$ cat src/rtl/pc_sequencer_if.sv
// pc_seq_if: control/observation bundle for pc_sequencer.
//   master: host/decode side. It drives the enable, stall, redirect, halt,
//           resume and step requests and observes the PC and status.
//   slave : the sequencer itself.
//   PC_WIDTH must match the PC_WIDTH of the pc_sequencer it is connected to.
interface pc_seq_if #(parameter int PC_WIDTH = 32);
  logic                enable;
  logic                stall;
  logic                branch_taken;
  logic [PC_WIDTH-1:0] branch_target;
  logic                jump;
  logic [PC_WIDTH-1:0] jump_target;
  logic                halt;
  logic                resume;
  logic                step;
  logic [PC_WIDTH-1:0] pc_out;
  logic [PC_WIDTH-1:0] pc_plus1;
  logic                fetch_valid;
  logic                flush;
  logic                halted;
  logic [PC_WIDTH-1:0] update_count;

  modport master (
    output enable, stall, branch_taken, branch_target, jump, jump_target,
           halt, resume, step,
    input  pc_out, pc_plus1, fetch_valid, flush, halted, update_count
  );

  modport slave (
    input  enable, stall, branch_taken, branch_target, jump, jump_target,
           halt, resume, step,
    output pc_out, pc_plus1, fetch_valid, flush, halted, update_count
  );
endinterface

$ cat src/rtl/pc_sequencer.sv
// pc_sequencer: PC register and next-PC selection for the tp4 single-cycle
// datapath, with an IDLE/RUN/HALT run-control FSM and a saturating count of
// retired PC updates.
//
// Ports:
//   clk   - rising-edge clock
//   reset - asynchronous, active-high reset
//   bus   - pc_seq_if.slave
//           in : enable, stall, branch_taken/branch_target,
//                jump/jump_target, halt, resume, step
//           out: pc_out, pc_plus1, fetch_valid, flush, halted, update_count
//
// Parameters: PC_WIDTH (PC, target and counter width) and RESET_PC.
//
// Optional feature (compile-time macro PC_STEP_EN): when defined, step=1 in
// HALT performs one PC update and the FSM stays in HALT. When undefined, step
// is ignored.
module pc_sequencer #(
  parameter int                  PC_WIDTH = 32,
  parameter logic [PC_WIDTH-1:0] RESET_PC = '0
) (
  input  logic     clk,
  input  logic     reset,
  pc_seq_if.slave  bus
);

  localparam logic [1:0] S_IDLE = 2'd0;
  localparam logic [1:0] S_RUN  = 2'd1;
  localparam logic [1:0] S_HALT = 2'd2;

  localparam logic [PC_WIDTH-1:0] ONE = {{(PC_WIDTH-1){1'b0}}, 1'b1};

  logic [1:0]          state_q, state_d;
  logic [PC_WIDTH-1:0] pc_q, pc_d;
  logic [PC_WIDTH-1:0] cnt_q, cnt_d;
  logic                flush_q, flush_d;

  logic [PC_WIDTH-1:0] pc_inc;
  logic                run_adv, step_adv, adv;

  // Advances from RUN and from single-step share the same next-PC mux.
  assign pc_inc  = pc_q + ONE;
  assign run_adv = (state_q == S_RUN) & bus.enable & ~bus.stall & ~bus.halt;
`ifdef PC_STEP_EN
  // resume outranks step. A stalled step does not move the PC.
  assign step_adv = (state_q == S_HALT) & bus.step & ~bus.resume & ~bus.stall;
`else
  logic unused_step;
  assign unused_step = bus.step;
  assign step_adv    = 1'b0;
`endif
  assign adv = run_adv | step_adv;

  always_comb begin
    state_d = state_q;
    pc_d    = pc_q;
    cnt_d   = cnt_q;
    flush_d = 1'b0;

    if (adv) begin
      if (bus.jump)              pc_d = bus.jump_target;
      else if (bus.branch_taken) pc_d = bus.branch_target;
      else                       pc_d = pc_inc;
      flush_d = bus.jump | bus.branch_taken;
      if (cnt_q != '1) cnt_d = cnt_q + ONE;
    end

    case (state_q)
      S_IDLE:  if (bus.enable) state_d = S_RUN;
      S_RUN:   if (bus.halt)   state_d = S_HALT;
      S_HALT:  if (bus.resume) state_d = S_RUN;
      default: state_d = S_IDLE;
    endcase
  end

  always_ff @(posedge clk or posedge reset) begin
    if (reset) begin
      state_q <= S_IDLE;
      pc_q    <= RESET_PC;
      cnt_q   <= '0;
      flush_q <= 1'b0;
    end else begin
      state_q <= state_d;
      pc_q    <= pc_d;
      cnt_q   <= cnt_d;
      flush_q <= flush_d;
    end
  end

  assign bus.pc_out       = pc_q;
  assign bus.pc_plus1     = pc_inc;
  assign bus.fetch_valid  = adv;
  assign bus.flush        = flush_q;
  assign bus.halted       = (state_q == S_HALT);
  assign bus.update_count = cnt_q;

endmodule

$ cat src/flat_wrapper.sv
// flat-port wrapper written by rule: the top's interface ports become plain ports
module pc_sequencer_flat 
#(
  parameter int                  PC_WIDTH = 32,
  parameter logic [PC_WIDTH-1:0] RESET_PC = '0
)
  (clk, reset, bus_enable, bus_stall, bus_branch_taken, bus_branch_target, bus_jump, bus_jump_target, bus_halt, bus_resume, bus_step, bus_pc_out, bus_pc_plus1, bus_fetch_valid, bus_flush, bus_halted, bus_update_count);
  pc_seq_if #(.PC_WIDTH(PC_WIDTH)) bus_i ();
  input  logic clk;
  input  logic reset;
  input wire logic [$bits(bus_i.enable)-1:0] bus_enable;
  input wire logic [$bits(bus_i.stall)-1:0] bus_stall;
  input wire logic [$bits(bus_i.branch_taken)-1:0] bus_branch_taken;
  input wire logic [$bits(bus_i.branch_target)-1:0] bus_branch_target;
  input wire logic [$bits(bus_i.jump)-1:0] bus_jump;
  input wire logic [$bits(bus_i.jump_target)-1:0] bus_jump_target;
  input wire logic [$bits(bus_i.halt)-1:0] bus_halt;
  input wire logic [$bits(bus_i.resume)-1:0] bus_resume;
  input wire logic [$bits(bus_i.step)-1:0] bus_step;
  output wire logic [$bits(bus_i.pc_out)-1:0] bus_pc_out;
  output wire logic [$bits(bus_i.pc_plus1)-1:0] bus_pc_plus1;
  output wire logic [$bits(bus_i.fetch_valid)-1:0] bus_fetch_valid;
  output wire logic [$bits(bus_i.flush)-1:0] bus_flush;
  output wire logic [$bits(bus_i.halted)-1:0] bus_halted;
  output wire logic [$bits(bus_i.update_count)-1:0] bus_update_count;
  assign bus_i.enable = bus_enable;
  assign bus_i.stall = bus_stall;
  assign bus_i.branch_taken = bus_branch_taken;
  assign bus_i.branch_target = bus_branch_target;
  assign bus_i.jump = bus_jump;
  assign bus_i.jump_target = bus_jump_target;
  assign bus_i.halt = bus_halt;
  assign bus_i.resume = bus_resume;
  assign bus_i.step = bus_step;
  assign bus_pc_out = bus_i.pc_out;
  assign bus_pc_plus1 = bus_i.pc_plus1;
  assign bus_fetch_valid = bus_i.fetch_valid;
  assign bus_flush = bus_i.flush;
  assign bus_halted = bus_i.halted;
  assign bus_update_count = bus_i.update_count;
  pc_sequencer #(.PC_WIDTH(PC_WIDTH), .RESET_PC(RESET_PC)) u_core (.clk(clk), .reset(reset), .bus(bus_i));
endmodule
$ cat config.mk
export PLATFORM = sky130hd
export DESIGN_NAME = pc_sequencer_flat
export DESIGN_NICKNAME = d
export VERILOG_FILES = /design/src/rtl/pc_sequencer_if.sv /design/src/rtl/pc_sequencer.sv /design/src/flat_wrapper.sv
export SDC_FILE = /design/constraint.sdc
export NUM_CORES = 1
export LEC_CHECK = 0
export ABC_AREA = 0
export BUFFER_PORTS_ARGS = -buffer_cell sky130_fd_sc_hd__buf_2
export CORE_MARGIN = 1
export CORE_UTILIZATION = 23
export CTS_CLUSTER_DIAMETER = 100
export CTS_CLUSTER_SIZE = 28
export DETAILED_ROUTE_END_ITERATION = 10
export SYNTH_ARGS = -nofsm -noshare
export SYNTH_HDL_FRONTEND = slang
export SYNTH_SLANG_ARGS = --single-unit
$ cat constraint.sdc
create_clock -name clk -period 1.9 [get_ports clk]
set_input_delay 0.38 -clock clk [delete_from_list [all_inputs] [get_ports clk]]
set_output_delay 0.38 -clock clk [all_outputs]
set_load 0.02 [all_outputs]
==> results.sh <==
export IMPL_combinational_family_with_the_most_area_after_synthesis="simple AND/OR/NAND/NOR gates"
export IMPL_synth_mux_area_share_pct=2.55
export IMPL_die_w_um=140
export IMPL_clk_latency_ps=340
export IMPL_track_usage_pct=15.6
export IMPL_gp_congestion=0.815
export IMPL_post_synthesis_cells=483
export IMPL_path_buf_inv=3
export IMPL_place_hpwl_um=11200
export IMPL_post_synth_and_or_nand_nor_area_fraction_pct=23.6
export IMPL_final_common_cell="sky130_fd_sc_hd__buf_2"
export IMPL_synth_top_flop_cell="sky130_fd_sc_hd__dfrtp_1"
export IMPL_synth_compound_gate_area_share_pct=18.7
export IMPL_post_synth_fa_ha_maj_area_fraction_pct=0.573
export IMPL_max_freq_mhz=426
export IMPL_status="finished, violations left"
export IMPL_root_buffer="sky130_fd_sc_hd__clkbuf_16"
export IMPL_critical_path_slowest_cell="sky130_fd_sc_hd__dfrtp_2"
export IMPL_setup_skew_ps=5.24
export IMPL_place_ws_ps=-229
export IMPL_worstSetupEndpointType="primary output"
export IMPL_grt_antenna_before_repair=2
export IMPL_route_detailed_wl_per_inst_um=15.5
export IMPL_grt_setup_unrepaired="yes"
export IMPL_timing_slew_headroom_pct=71.4
export IMPL_cap_viol_max_count=0
export IMPL_clock_path_buffers=2
export IMPL_timing_hold_worst_class="input port to asynchronous set/reset pin"
export IMPL_synth_ff_latch_count=67
export IMPL_synth_xor_xnor_area_share_pct=12.2
export IMPL_clk_transition_reported_paths_ps=60
export IMPL_timing_final_crit_period_ps=2350
export IMPL_worstSetupPathType="register to primary output"
export IMPL_pwr_density_cell_mw_per_mm2=1100
export IMPL_initial_utilization_pct=23.4
export IMPL_die_height_um=140
export IMPL_leakage_nw=3.52
export IMPL_h_tree_depth=3
export IMPL_routed_via_count=4779
export IMPL_timing_critical_path_slowest_cell_delay_ps=380
export IMPL_report_power_total_w=0.00808
export IMPL_grt_first_pass_wirelength_um=23800
export IMPL_timing_max_transition_violations_final=0
export IMPL_least_margin_pin_slew_ps=429
export IMPL_drt_vias_per_instance=4.80
export IMPL_design_core_area_mm2=0.0186
export IMPL_dr_pass1_iters=5
export IMPL_fillerInstances=1857
export IMPL_drt_drc_violations_left=0
export IMPL_ir_worst_vdd_mv=0.492
export IMPL_die_area_mm2=0.0195
export IMPL_synthDistinctLibCells=56
export IMPL_worst_path_dominant_cell_family="simple AND/OR/NAND/NOR gates"
export IMPL_grt_max_degree=68
export IMPL_areaGrowthSynthToFinish_pct=67.6
export IMPL_cts_hold_buf=0
export IMPL_io_buffer_count=170
export IMPL_setup_viol=26
export IMPL_timing_critical_path_mode_cell="sky130_fd_sc_hd__buf_6"
export IMPL_rows=50
export IMPL_violated_checks="setup timing"
export IMPL_ys_warnings_count=0
export IMPL_postSynth_asyncResetShare_pct=100
export IMPL_drt_first_iter_violations=145
export IMPL_timing_final_hold_violations=0
export IMPL_syn_num_nets=558
export IMPL_route_antenna_remaining_nets=0
export IMPL_critical_path_maximum_fanout=8
export IMPL_cp_launch_type="register"
export IMPL_grt_ovfl_total=0
export IMPL_first_global_vias=4598
export IMPL_clock_tree_from_tritoncts="yes"
export IMPL_syn_avg_cell_area_um2=9.04
export IMPL_netlist_area_before_placement_mm2=0.00437
export IMPL_crit_arrival_ps=1970
export IMPL_seq_area_frac_synth_pct=38.4
export IMPL_synth_edff_count=0
export IMPL_worst_slack_ps=-447
export IMPL_ioPinCount=172
export IMPL_numCtsBuffers=9
export IMPL_count_of_clock_tree_sinks=67
export IMPL_layout_worst_path_cycle_share_pct=124
export IMPL_critical_path_cell_chain="nand4_4 -> nor4_4 -> buf_6 -> buf_6 -> and2_4 -> xor2_4 -> buf_6"
export IMPL_num_nets_final=830
export IMPL_drive_above_1_share_pct=53.8
export IMPL_most_used_cells_in_the_layout_excluding_fill_and_tap_cells="140 x sky130_fd_sc_hd__buf_2, 123 x sky130_fd_sc_hd__buf_4, 43 x sky130_fd_sc_hd__dfrtp_1"
export IMPL_crit_required_ps=1520
export IMPL_postRouteWirelength_um=15400
## per-stage QoR
stage / std cells / setup TNS (ps) / util, % / instance area [um2] / hold WS, ps
3_3_place_gp: 951 / -891 / 34.5 / 6430 / 476
4_1_cts: 981 / -8550 / 37.6 / 7020 / 152
3_5_place_dp: 951 / -1140 / 34.5 / 6430 / 488
5_1_grt: 994 / -10320 / 39.2 / 7320 / 177
2_1_floorplan: 483 / -548 / - / 4700 / 486
6_report: 995 / -7770 / 39.3 / 7320 / 105
## synthesized netlist by cell type, types with 2 or more instances
master | instances | area share (%)
sky130_fd_sc_hd__dfrtp_1 | 67 | 38
sky130_fd_sc_hd__xnor2_1 | 42 | 8.4
sky130_fd_sc_hd__nand3_1 | 30 | 3.4
sky130_fd_sc_hd__nand2_1 | 29 | 2.5
sky130_fd_sc_hd__nor2_1 | 28 | 2.4
sky130_fd_sc_hd__o21ai_0 | 28 | 3.2
sky130_fd_sc_hd__a21oi_1 | 27 | 3.1
sky130_fd_sc_hd__and3_1 | 25 | 3.6
sky130_fd_sc_hd__nand4_1 | 20 | 2.9
sky130_fd_sc_hd__xor2_1 | 19 | 3.8
sky130_fd_sc_hd__clkbuf_1 | 18 | 1.5
sky130_fd_sc_hd__inv_1 | 11 | 0.95
sky130_fd_sc_hd__mux2i_1 | 10 | 2.3
sky130_fd_sc_hd__o31ai_1 | 9 | 1.5
sky130_fd_sc_hd__a211oi_1 | 8 | 1.4
sky130_fd_sc_hd__a22oi_1 | 8 | 1.4
sky130_fd_sc_hd__nor2b_1 | 8 | 1.1
sky130_fd_sc_hd__a22o_1 | 7 | 1.4
sky130_fd_sc_hd__nor3_1 | 7 | 0.80
sky130_fd_sc_hd__and2_1 | 6 | 0.86
sky130_fd_sc_hd__buf_2 | 6 | 0.69
sky130_fd_sc_hd__and4_1 | 5 | 1.0
sky130_fd_sc_hd__buf_1 | 5 | 0.43
sky130_fd_sc_hd__nor4_1 | 5 | 0.72
sky130_fd_sc_hd__o2bb2ai_1 | 5 | 1.0
sky130_fd_sc_hd__o31a_1 | 5 | 1.0
sky130_fd_sc_hd__a21o_1 | 3 | 0.52
sky130_fd_sc_hd__a222oi_1 | 3 | 0.69
sky130_fd_sc_hd__a31oi_1 | 3 | 0.43
sky130_fd_sc_hd__o21a_1 | 3 | 0.52
sky130_fd_sc_hd__a41oi_1 | 2 | 0.40
sky130_fd_sc_hd__buf_4 | 2 | 0.34
sky130_fd_sc_hd__ha_1 | 2 | 0.57
sky130_fd_sc_hd__nand2b_1 | 2 | 0.29
sky130_fd_sc_hd__nor2_2 | 2 | 0.29
sky130_fd_sc_hd__nor4_4 | 2 | 0.97
sky130_fd_sc_hd__o22ai_1 | 2 | 0.29
## registers in the layout, indices dropped and copies added, names as in the netlist
register                 flops
u_core.bus.pc_out           32
u_core.bus.update_count     32
u_core.state_q               2
u_core.bus.flush             1
## metal layers
metal	global-route usage [%]	wire length, um	up-vias
met3	4.68	1020	18
li1	-	-	2318
met2	26.0	7440	143
met4	5.44	261	2
met5	0	17	-
met1	18.9	6680	2298
## final timing paths
kind | startpoint | to | slack, ps | cells past startpoint
worst max-delay path | u_core.bus.pc_out[4] | bus_pc_plus1[20] | -450 | 7
worst min-delay path | reset | u_core.bus.pc_out[5] | 100 | 3
worst max register to register | u_core.bus.pc_out[4] | u_core.bus.pc_out[26] | 10 | 8
worst min register to register | u_core.bus.update_count[9] | u_core.bus.update_count[9] | 480 | 1
max in group asynchronous | reset | u_core.bus.update_count[28] | 1390 | 3
min in group clk | bus_resume | u_core.state_q[1] | 250 | 2
## timing repair
action,in CTS,in global routing
pin swaps,15,21
resized for setup,52,48
setup buffers,14,13
endpoints found under the setup margin,29,34
## worst reg2reg max path: stages (launching register included)
cell and delay, ps:
sky130_fd_sc_hd__dfrtp_2 380, sky130_fd_sc_hd__nand4_4 160, sky130_fd_sc_hd__nor4_4 350, sky130_fd_sc_hd__buf_6 190, sky130_fd_sc_hd__buf_6 120, sky130_fd_sc_hd__nand3_4 90
sky130_fd_sc_hd__buf_6 130, sky130_fd_sc_hd__o31a_1 220, sky130_fd_sc_hd__o21ai_1 150
## where the power goes
part / switching [W] / internal, W
Sequential: 0.000346 / 0.00181
Clock: 0.000610 / 0.000948
Combinational: 0.00239 / 0.00199
## cell families (layout without fill, tap and decap cells)
group	after synthesis	count (layout)
simple gates	180	180
compound gates	120	120
flops	67	67
xor+xnor	61	61
buf+inv	42	319
mux	11	11
fa+ha+maj	2	2
other cells	0	1
## layout make-up
| class | instances | area, um2 | area share (%) |
|---|---|---|---|
| Clock buffer | 13 | 260 | 3.56 |
| Multi-Input combinational cell | 374 | 3010 | 41.2 |
| Sequential cell | 67 | 1710 | 23.3 |
| Clock inverter | 3 | 15.0 | 0.205 |
| Timing Repair Buffer | 292 | 1980 | 27.1 |
| Inverter | 11 | 47.5 | 0.650 |
| Tap cell | 234 | 293 | 4.00 |
| Antenna cell | 1 | 2.50 | 0.0342 |
Note: power is estimated with default switching activity, not from simulation.
